## src/rtl/counter_12_sched.sv

```systemverilog
// Round-robin scheduler that lends a shared modulo-MOD tick counter to one of NREQ
// requesters at a time, driving valid_count for exactly the granted burst length.
module counter_12_sched #(
    parameter int NREQ = 4,
    parameter int MOD  = 12,
    parameter int CW   = 4
) (
    input  logic                 clk,
    input  logic                 rst_n,
    input  logic [NREQ-1:0]      req,
    input  logic [NREQ*CW-1:0]   len,
    input  logic                 hold,
    output logic                 valid_count,
    output logic [CW-1:0]        cnt,
    output logic [NREQ-1:0]      grant,
    output logic                 busy,
    output logic [NREQ-1:0]      done,
    output logic [CW-1:0]        remain
);

    localparam int PW = (NREQ > 1) ? $clog2(NREQ) : 1;

    typedef enum logic [1:0] {S_IDLE, S_RUN, S_DONE} state_t;

    state_t          state, state_nx;
    logic [PW-1:0]   ptr, owner, sel;
    logic            found;
    logic [CW-1:0]   sel_len;

    // First requester at or above ptr, wrapping; sel is only used when found.
    always_comb begin
        sel   = ptr;
        found = 1'b0;
        for (int k = 0; k < NREQ; k++) begin
            int idx;
            idx = int'(ptr) + k;
            if (idx >= NREQ) idx = idx - NREQ;
            if (!found && req[idx]) begin
                sel   = PW'(idx);
                found = 1'b1;
            end
        end
    end

    assign sel_len = len[int'(sel)*CW +: CW];

    always_comb begin
        state_nx = state;
        case (state)
            S_IDLE: if (found) state_nx = (sel_len != '0) ? S_RUN : S_DONE;
            S_RUN:  if (!hold && remain == CW'(1)) state_nx = S_DONE;
            S_DONE: state_nx = S_IDLE;
            default: state_nx = S_IDLE;
        endcase
    end

    assign valid_count = (state == S_RUN) && !hold;
    assign busy        = (state != S_IDLE);
    assign done        = (state == S_DONE) ? grant : '0;

    always_ff @(posedge clk or negedge rst_n) begin
        if (!rst_n) begin
            state  <= S_IDLE;
            ptr    <= '0;
            owner  <= '0;
            grant  <= '0;
            remain <= '0;
            cnt    <= '0;
        end else begin
            state <= state_nx;
            case (state)
                S_IDLE: if (found) begin
                    grant  <= NREQ'(1) << sel;
                    owner  <= sel;
                    remain <= sel_len;
                end
                S_RUN: if (!hold) begin
                    remain <= remain - 1'b1;
                    cnt    <= (cnt == CW'(MOD-1)) ? '0 : cnt + 1'b1;
                end
                S_DONE: begin
                    grant <= '0;
                    ptr   <= (int'(owner) == NREQ-1) ? '0 : owner + 1'b1;
                end
                default: ;
            endcase
        end
    end

endmodule
```

## config.mk

```make
export PLATFORM = sky130hd
export DESIGN_NAME = counter_12_sched
export DESIGN_NICKNAME = d
export VERILOG_FILES = /design/src/rtl/counter_12_sched.sv
export SDC_FILE = /design/constraint.sdc
export NUM_CORES = 1
export LEC_CHECK = 0
export ABC_CLOCK_PERIOD_IN_PS = 4510
export BUFFER_PORTS_ARGS = -buffer_cell sky130_fd_sc_hd__buf_4
export CORE_MARGIN = 8
export CORE_UTILIZATION = 50
export DETAILED_ROUTE_END_ITERATION = 16
export PLACE_DENSITY = 0.8
export SETUP_SLACK_MARGIN = 0.5
export SLEW_MARGIN = 40
export SYNTH_ARGS = -nofsm -noshare
export SYNTH_HDL_FRONTEND = slang
export SYNTH_SLANG_ARGS = --single-unit
```

## constraint.sdc

```tcl
create_clock -name clk -period 4.51 [get_ports clk]
set_clock_uncertainty 0.15 [all_clocks]
set_input_delay 0.902 -clock clk [delete_from_list [all_inputs] [get_ports clk]]
set_output_delay 0.902 -clock clk [all_outputs]
set_load 0.01 [all_outputs]
```

==> results.txt, run 1 <==
Clock Path Buffers -> 2
synthesized area per cell -> 8.52 um^2
CTS Buf Count -> 3
CP Launch Point -> state[1]$_DFFE_PN0P_
hpwl dp -> 2290 um
DRC -> 0
CP startpoint kind -> flop
Final period util -> 56.2%
grt ovf -> 0
hold buffer count at CTS -> 0
Rows -> 17
Hold Path Class -> input port to async pin
pwr dens -> 616 mW/mm^2
critical path class -> flop to output port
WP data required -> 3.46 ns
die width -> 63.8 um
Final Power -> 910 uW
reg-to-reg startpoint -> ptr[1]$_DFFE_PN0P_
Max-Cap Viols -> 0
Layout fillers -> 200
Cells after Synth -> 134
aggregate global-route resource usage -> 14.2%
final number of setup-violating endpoints -> 0
number of synthesized register bits -> 18
Cell Count, Final, Fillers Out -> 201
die area -> 0.00407 mm^2
Total Wirelength -> 2810 um
WL met3 -> 146 um
Antenna Nets Post-Route -> 0
Boundary Pins -> 41
largest net degree at the start of global routing -> 19
Most used DFF post-synth -> dfrtp_1
max-slew violations -> 0
met2 wire length -> 1300 um
DR vias -> 1116
number of synthesized flops with an enable pin -> 0
f_max -> 394 MHz
Setup Buffers After CTS -> 0
worst slew pin tran -> 0.555 ns
final core occ -> 67.4%
GPL Wtd Cong -> 0.873
DRT iter0 DRCs -> 23
WL/cell -> 14.0 um
drt pass-1 iters -> 4
crit-path cells -> nand2b_1 -> nor2_1 -> buf_4
H-tree lvl count -> 1
DP Cell Count -> 198
Vias/cell -> 5.55
number of global-route vias before repair -> 1124
Crit Path Max Fanout -> 9
die height -> 63.8 um
antenna cells -> 0
status -> complete, no violations
first-pass GRT wire length -> 4920 um
Worst Path Buf+Inv -> 1
Crit-path slowest cell -> dfrtp_1
ratio of cells with drive above 1 in the final layout -> 30.1%
setup TNS -> 0 ns
maximum VDD drop -> 0.000474 V
CORE AREA -> 0.00219 mm^2
final hold vios -> 0
Leakage -> 0.721 nW
metal1 wirelength -> 1320 um
CTS tree -> done
starting density of the core -> 52.1%
Synth Cell Area -> 0.00114 mm^2
Root Buffer -> clkbuf_4
Final nets -> 202
nature of the critical path endpoint -> output port
Top Metal Used -> met4
Slew HR -> 62.8%
Worst EP arrival -> 1.48 ns
ys async rst share -> 100%
Crit path max-delay family -> simple AND/OR/NAND/NOR gates
Synth cell types -> 37
post-synthesis sequential area ratio -> 39.5%
syn_nets -> 161
clk sinks -> 18
# resized after CTS -> 0
RSZ-0062 raised after global routing -> no
Synth warnings -> 0
clk_lat worst skew -> 0.29 ns
Max stage delay on crit path -> 0.43 ns
initial antenna violation count -> 0
final worst path period need -> 2.54 ns
Port Buffers -> 40
area grow syn2layout -> 29.4%
Reg clk slew, reported paths -> 0.10 ns
## flip-flops by register name, summed over array words and instances (netlist names)
name	flops
cnt	4
state	2
owner	2
ptr	2
grant	4
remain	4
## layer usage
layer | global-route usage, % | vias up
li1 | - | 558
met1 | 17.7 | 517
met2 | 22.7 | 35
met3 | 4.01 | 6
met4 | 5.29 | 0
met5 | 0 | -
## synthesized netlist by cell type (all sizes together), types with 3 or more instances
cell | instances | area [um^2]
nor3 | 5 | 30.0
inv | 6 | 22.5
a22oi | 3 | 27.5
nor2b | 5 | 31.3
o31ai | 5 | 37.5
and2 | 4 | 25.0
nand2 | 21 | 81.3
nand3 | 5 | 25.0
ha | 4 | 50.1
or2 | 3 | 18.8
o21ai | 9 | 45.0
a21oi | 14 | 70.1
nor2 | 7 | 26.3
clkbuf | 3 | 11.3
dfrtp | 18 | 450
## metrics by stage
stage	setup WS, ns	area (um^2)	hold WS (ns)
after global routing	1.83	1480	0.321
after detailed placement	1.74	1450	0.328
after floorplan	2.04	1140	0.304
after global placement	1.79	1450	0.325
final	1.97	1480	0.311
after CTS	1.96	1480	0.319
## report_power, final
part	leakage, nW	internal [mW]	switching [mW]
combinational	0.486	0.241	0.271
sequential	0.222	0.238	0.0832
clock	0.0138	0.0310	0.0456
total	0.721	0.510	0.400
## cells by family (layout without fill, tap and decap cells)
kind of cell	after synthesis	in the layout	share of synthesized area [%]
compound gates	42	42	23.6
flops	18	18	39.5
mux	2	2	1.97
fa+ha+maj	4	4	4.39
buf+inv	10	49	3.95
simple gates	58	58	26.6
## area by class of cell
cell class / count / area (um^2) / share of cell area [%]
multi-input cells: 106 / 646 / 43.7
flip-flops and latches: 18 / 450 / 30.5
repair buffers: 40 / 300 / 20.3
well taps: 28 / 35.0 / 2.37
clock buffers: 3 / 22.5 / 1.53
inverters: 6 / 22.5 / 1.53
## placed cells by master, fill, tap and decap left out, types with 5 or more instances in the layout
master	count
buf_4	40
inv_1	6
nand3_1	5
a21oi_1	14
nor2_1	7
nand2_1	20
o31ai_1	5
nor2b_1	5
o21ai_0	8
dfrtp_1	18
## worst paths after layout
path                                         to  slack, ns  cells past startpoint
max in group asynchronous  grant[1]$_DFFE_PN0P_       3.70                      1
min in group clk             ptr[0]$_DFFE_PN0P_       0.35                      1
min                          cnt[0]$_DFFE_PN0P_       0.31                      1
max reg2reg                state[1]$_DFFE_PN0P_       2.37                      7
max                                 valid_count       1.97                      3
min reg2reg                  ptr[0]$_DFFE_PN0P_       0.35                      1
(Power assumes the default switching activity.)
==> run 2: changes to the inputs <==
--- a/config.mk
+++ b/config.mk
@@ -5,12 +5,13 @@
 export SDC_FILE = /design/constraint.sdc
 export NUM_CORES = 1
 export LEC_CHECK = 0
-export ABC_CLOCK_PERIOD_IN_PS = 4510
+export ABC_AREA = 1
+export ABC_CLOCK_PERIOD_IN_PS = 2050
 export BUFFER_PORTS_ARGS = -buffer_cell sky130_fd_sc_hd__buf_4
 export CORE_MARGIN = 8
-export CORE_UTILIZATION = 50
+export CORE_UTILIZATION = 47
 export DETAILED_ROUTE_END_ITERATION = 16
-export PLACE_DENSITY = 0.8
+export PLACE_DENSITY = 0.76
 export SETUP_SLACK_MARGIN = 0.5
 export SLEW_MARGIN = 40
 export SYNTH_ARGS = -nofsm -noshare
==> constraint.sdc (replaced) <==
create_clock -name clk -period 2.05 [get_ports clk]
set_clock_uncertainty 0.15 [all_clocks]
set_input_delay 0.41 -clock clk [delete_from_list [all_inputs] [get_ports clk]]
set_output_delay 0.41 -clock clk [all_outputs]
set_load 0.01 [all_outputs]
==> results.txt, run 2 <==
status -> finished with violations
failing checks -> setup timing
final design instance area without fill -> 0.00243 mm^2
Port Buffers -> 40
Yosys top cell by area -> dfrtp_1
Boundary Pins -> 41
Leakage -> 1.25 nW
post-synth top area share -> 29.9%
synth cell count leaders -> 73 x nand2_1, 23 x inv_1, 19 x nand2_2, 19 x nand3_1, 18 x dfrtp_1
ratio of cells with drive above 1 in the final layout -> 53.5%
GPL Wtd Cong -> 0.853
max-slew violations -> 0
R2R cell count -> 17
hpwl dp -> 3000 um
Slew HR -> 82.6%
Root Buffer -> clkbuf_4
area grow syn2layout -> 61.1%
CTS Buf Count -> 3
ys async rst share -> 100%
CP dominant cell by count -> nand2_1
post-synthesis sequential area ratio -> 29.9%
CP startpoint kind -> flop
Vias/cell -> 5.12
Reg2Reg Setup Slack -> -0.22 ns
DRT iter0 DRCs -> 92
final hold vios -> 0
Worst EP arrival -> 2.34 ns
DR vias -> 1747
initial antenna violation count -> 0
critical path class -> flop to flop
hold slack -> 0.351 ns
Antenna Nets Post-Route -> 0
number of synthesized register bits -> 18
Cells after Synth -> 216
r2r endpoint -> state[0]$_DFFE_PN0P_
final number of setup-violating endpoints -> 10
Crit Path Max Fanout -> 6
Synth warnings -> 0
worst slew pin tran -> 0.259 ns
Total Wirelength -> 4710 um
Final nets -> 325
die width -> 72.6 um
antenna cells -> 0
DRC -> 0
clk_lat worst skew -> 0.31 ns
syn_nets -> 243
die height -> 72.6 um
WL/cell -> 13.8 um
multi-input logic area -> 0.00112 mm^2
starting density of the core -> 49.3%
Hold Path Class -> input port to async pin
drt pass-1 iters -> 4
Synth cell types -> 28
Crit-path slowest cell -> dfrtp_2
die area -> 0.00527 mm^2
CTS tree -> done
Placed Area -> 0.00200 mm^2
final setup margin -> -0.220 ns
RSZ-0062 raised after global routing -> yes
Final period util -> 111%
Most used DFF post-synth -> dfrtp_1
clk sinks -> 18
largest net degree at the start of global routing -> 19
Rows -> 20
ranking of synthesized cells by area -> dfrtp_1 30%, nand2_1 18%, nand2_2 7.9%, nand3_1 6.3%, inv_1 5.7%
Max stage delay on crit path -> 0.47 ns
aggregate global-route resource usage -> 15.7%
Reg area -> 453 um^2
H-tree lvl count -> 1
Synth Cell Area -> 0.00151 mm^2
most common cell after layout, fill and taps aside -> buf_4
nature of the critical path endpoint -> flop
number of global-route vias before repair -> 1596
Reg clk slew, reported paths -> 0.11 ns
Clock Path Buffers -> 2
most frequent cells in the layout -> 65 x buf_4, 57 x nand2_1, 31 x nand2_2
first-pass GRT wire length -> 6860 um
final worst path period need -> 2.27 ns
WP data required -> 2.12 ns
synthesized area per cell -> 6.97 um^2
Largest regs -> cnt x4, grant x4, remain x4
number of synthesized flops with an enable pin -> 0
pwr dens -> 1930 mW/mm^2
grt ovf -> 0
maximum VDD drop -> 0.00125 V
Layout fillers -> 208
crit-path cells -> buf_12 -> nand2_2 -> nand3_1 -> nand2_4 -> inv_1 -> nand3_1 -> nand2_1 -> inv_1 -> nand2_1 -> nand2_1 -> nand2_4 -> nand2_2 -> nand2_2 -> nor2_2 -> nand2_2 -> nand2_1 -> nand2_1
CORE AREA -> 0.00305 mm^2
Max-Cap Viols -> 0
final core occ -> 79.5%
reg-to-reg startpoint -> ptr[0]$_DFFE_PN0P_
pre-CTS setup slack -> -0.144 ns
most frequent cell after synthesis -> nand2_1
f_max -> 441 MHz
==> run 2: cell families (layout without fill, tap and decap cells) <==
| group | count (synthesis) | count (layout) | synth area share [%] |
|---|---|---|---|
| adders and majority gates | 4 | 4 | 3.32 |
| DFF | 18 | 18 | 29.9 |
| AOI/OAI and AO/OA | 27 | 27 | 11.6 |
| buffers and inverters | 29 | 108 | 8.64 |
| xor gates and xnor gates | 2 | 2 | 1.16 |
| and+or+nand+nor | 136 | 138 | 45.3 |
==> run 2: worst max-delay path by stage <==
stage,from,to,slack [ns],cells past startpoint
6_report,ptr[0]$_DFFE_PN0P_,state[0]$_DFFE_PN0P_,-0.22,17
5_1_grt,ptr[0]$_DFFE_PN0P_,state[0]$_DFFE_PN0P_,-0.40,17
4_1_cts,ptr[0]$_DFFE_PN0P_,state[0]$_DFFE_PN0P_,-0.08,17
3_5_place_dp,req[0],state[0]$_DFFE_PN0P_,-0.14,17
3_3_place_gp,req[0],state[0]$_DFFE_PN0P_,-0.14,17
2_1_floorplan,ptr[1]$_DFFE_PN0P_,state[0]$_DFFE_PN0P_,0.03,20
==> run 2: cell type report <==
type / count / area share, %
Inverter: 26 / 4.54
Sequential cell: 18 / 18.7
Tap cell: 44 / 2.27
Timing Repair Buffer: 78 / 27.0
Multi-Input combinational cell: 171 / 46.0
Clock buffer: 4 / 1.49
==> run 2: stage by stage <==
step	setup TNS, ns	total power, mW	instances
detailed placement	-0.627	3.49	315
finish	-1.16	4.68	341
global route	-2.71	5.04	341
floorplan	0	2.60	216
global placement	-0.405	3.45	315
CTS	-0.291	4.02	329
==> run 2: routing by layer <==
metal,vias to the layer above,track usage [%],wire [um]
li1,870,-,-
met1,820,18.0,1900
met2,48,28.3,2530
met3,9,2.34,196
met4,0,6.22,76
met5,-,0,0
==> run 2: what timing repair did <==
action | 4_1_cts | 5_1_grt
setup buffers | 9 | 9
resized for setup | 27 | 33
gates cloned | 0 | 3
pin swaps | 7 | 21
endpoints found under the setup margin | 20 | 20
endpoints found under the hold margin | 18 | 0
hold buffers | 1 | 0
==> run 2: where the power goes <==
group,switching [mW],total (mW),leakage (nW),internal [mW]
clock,0.121,0.230,0.0210,0.109
combinational,2.13,3.76,1.01,1.63
sequential,0.171,0.697,0.221,0.526
==> run 2: critical path, delay by kind of cell (launching register included) <==
kind | cells | cell delay (ns)
buffers and inverters | 3 | 0.31
AND/OR/NAND/NOR | 14 | 1.23
flip-flops | 1 | 0.47
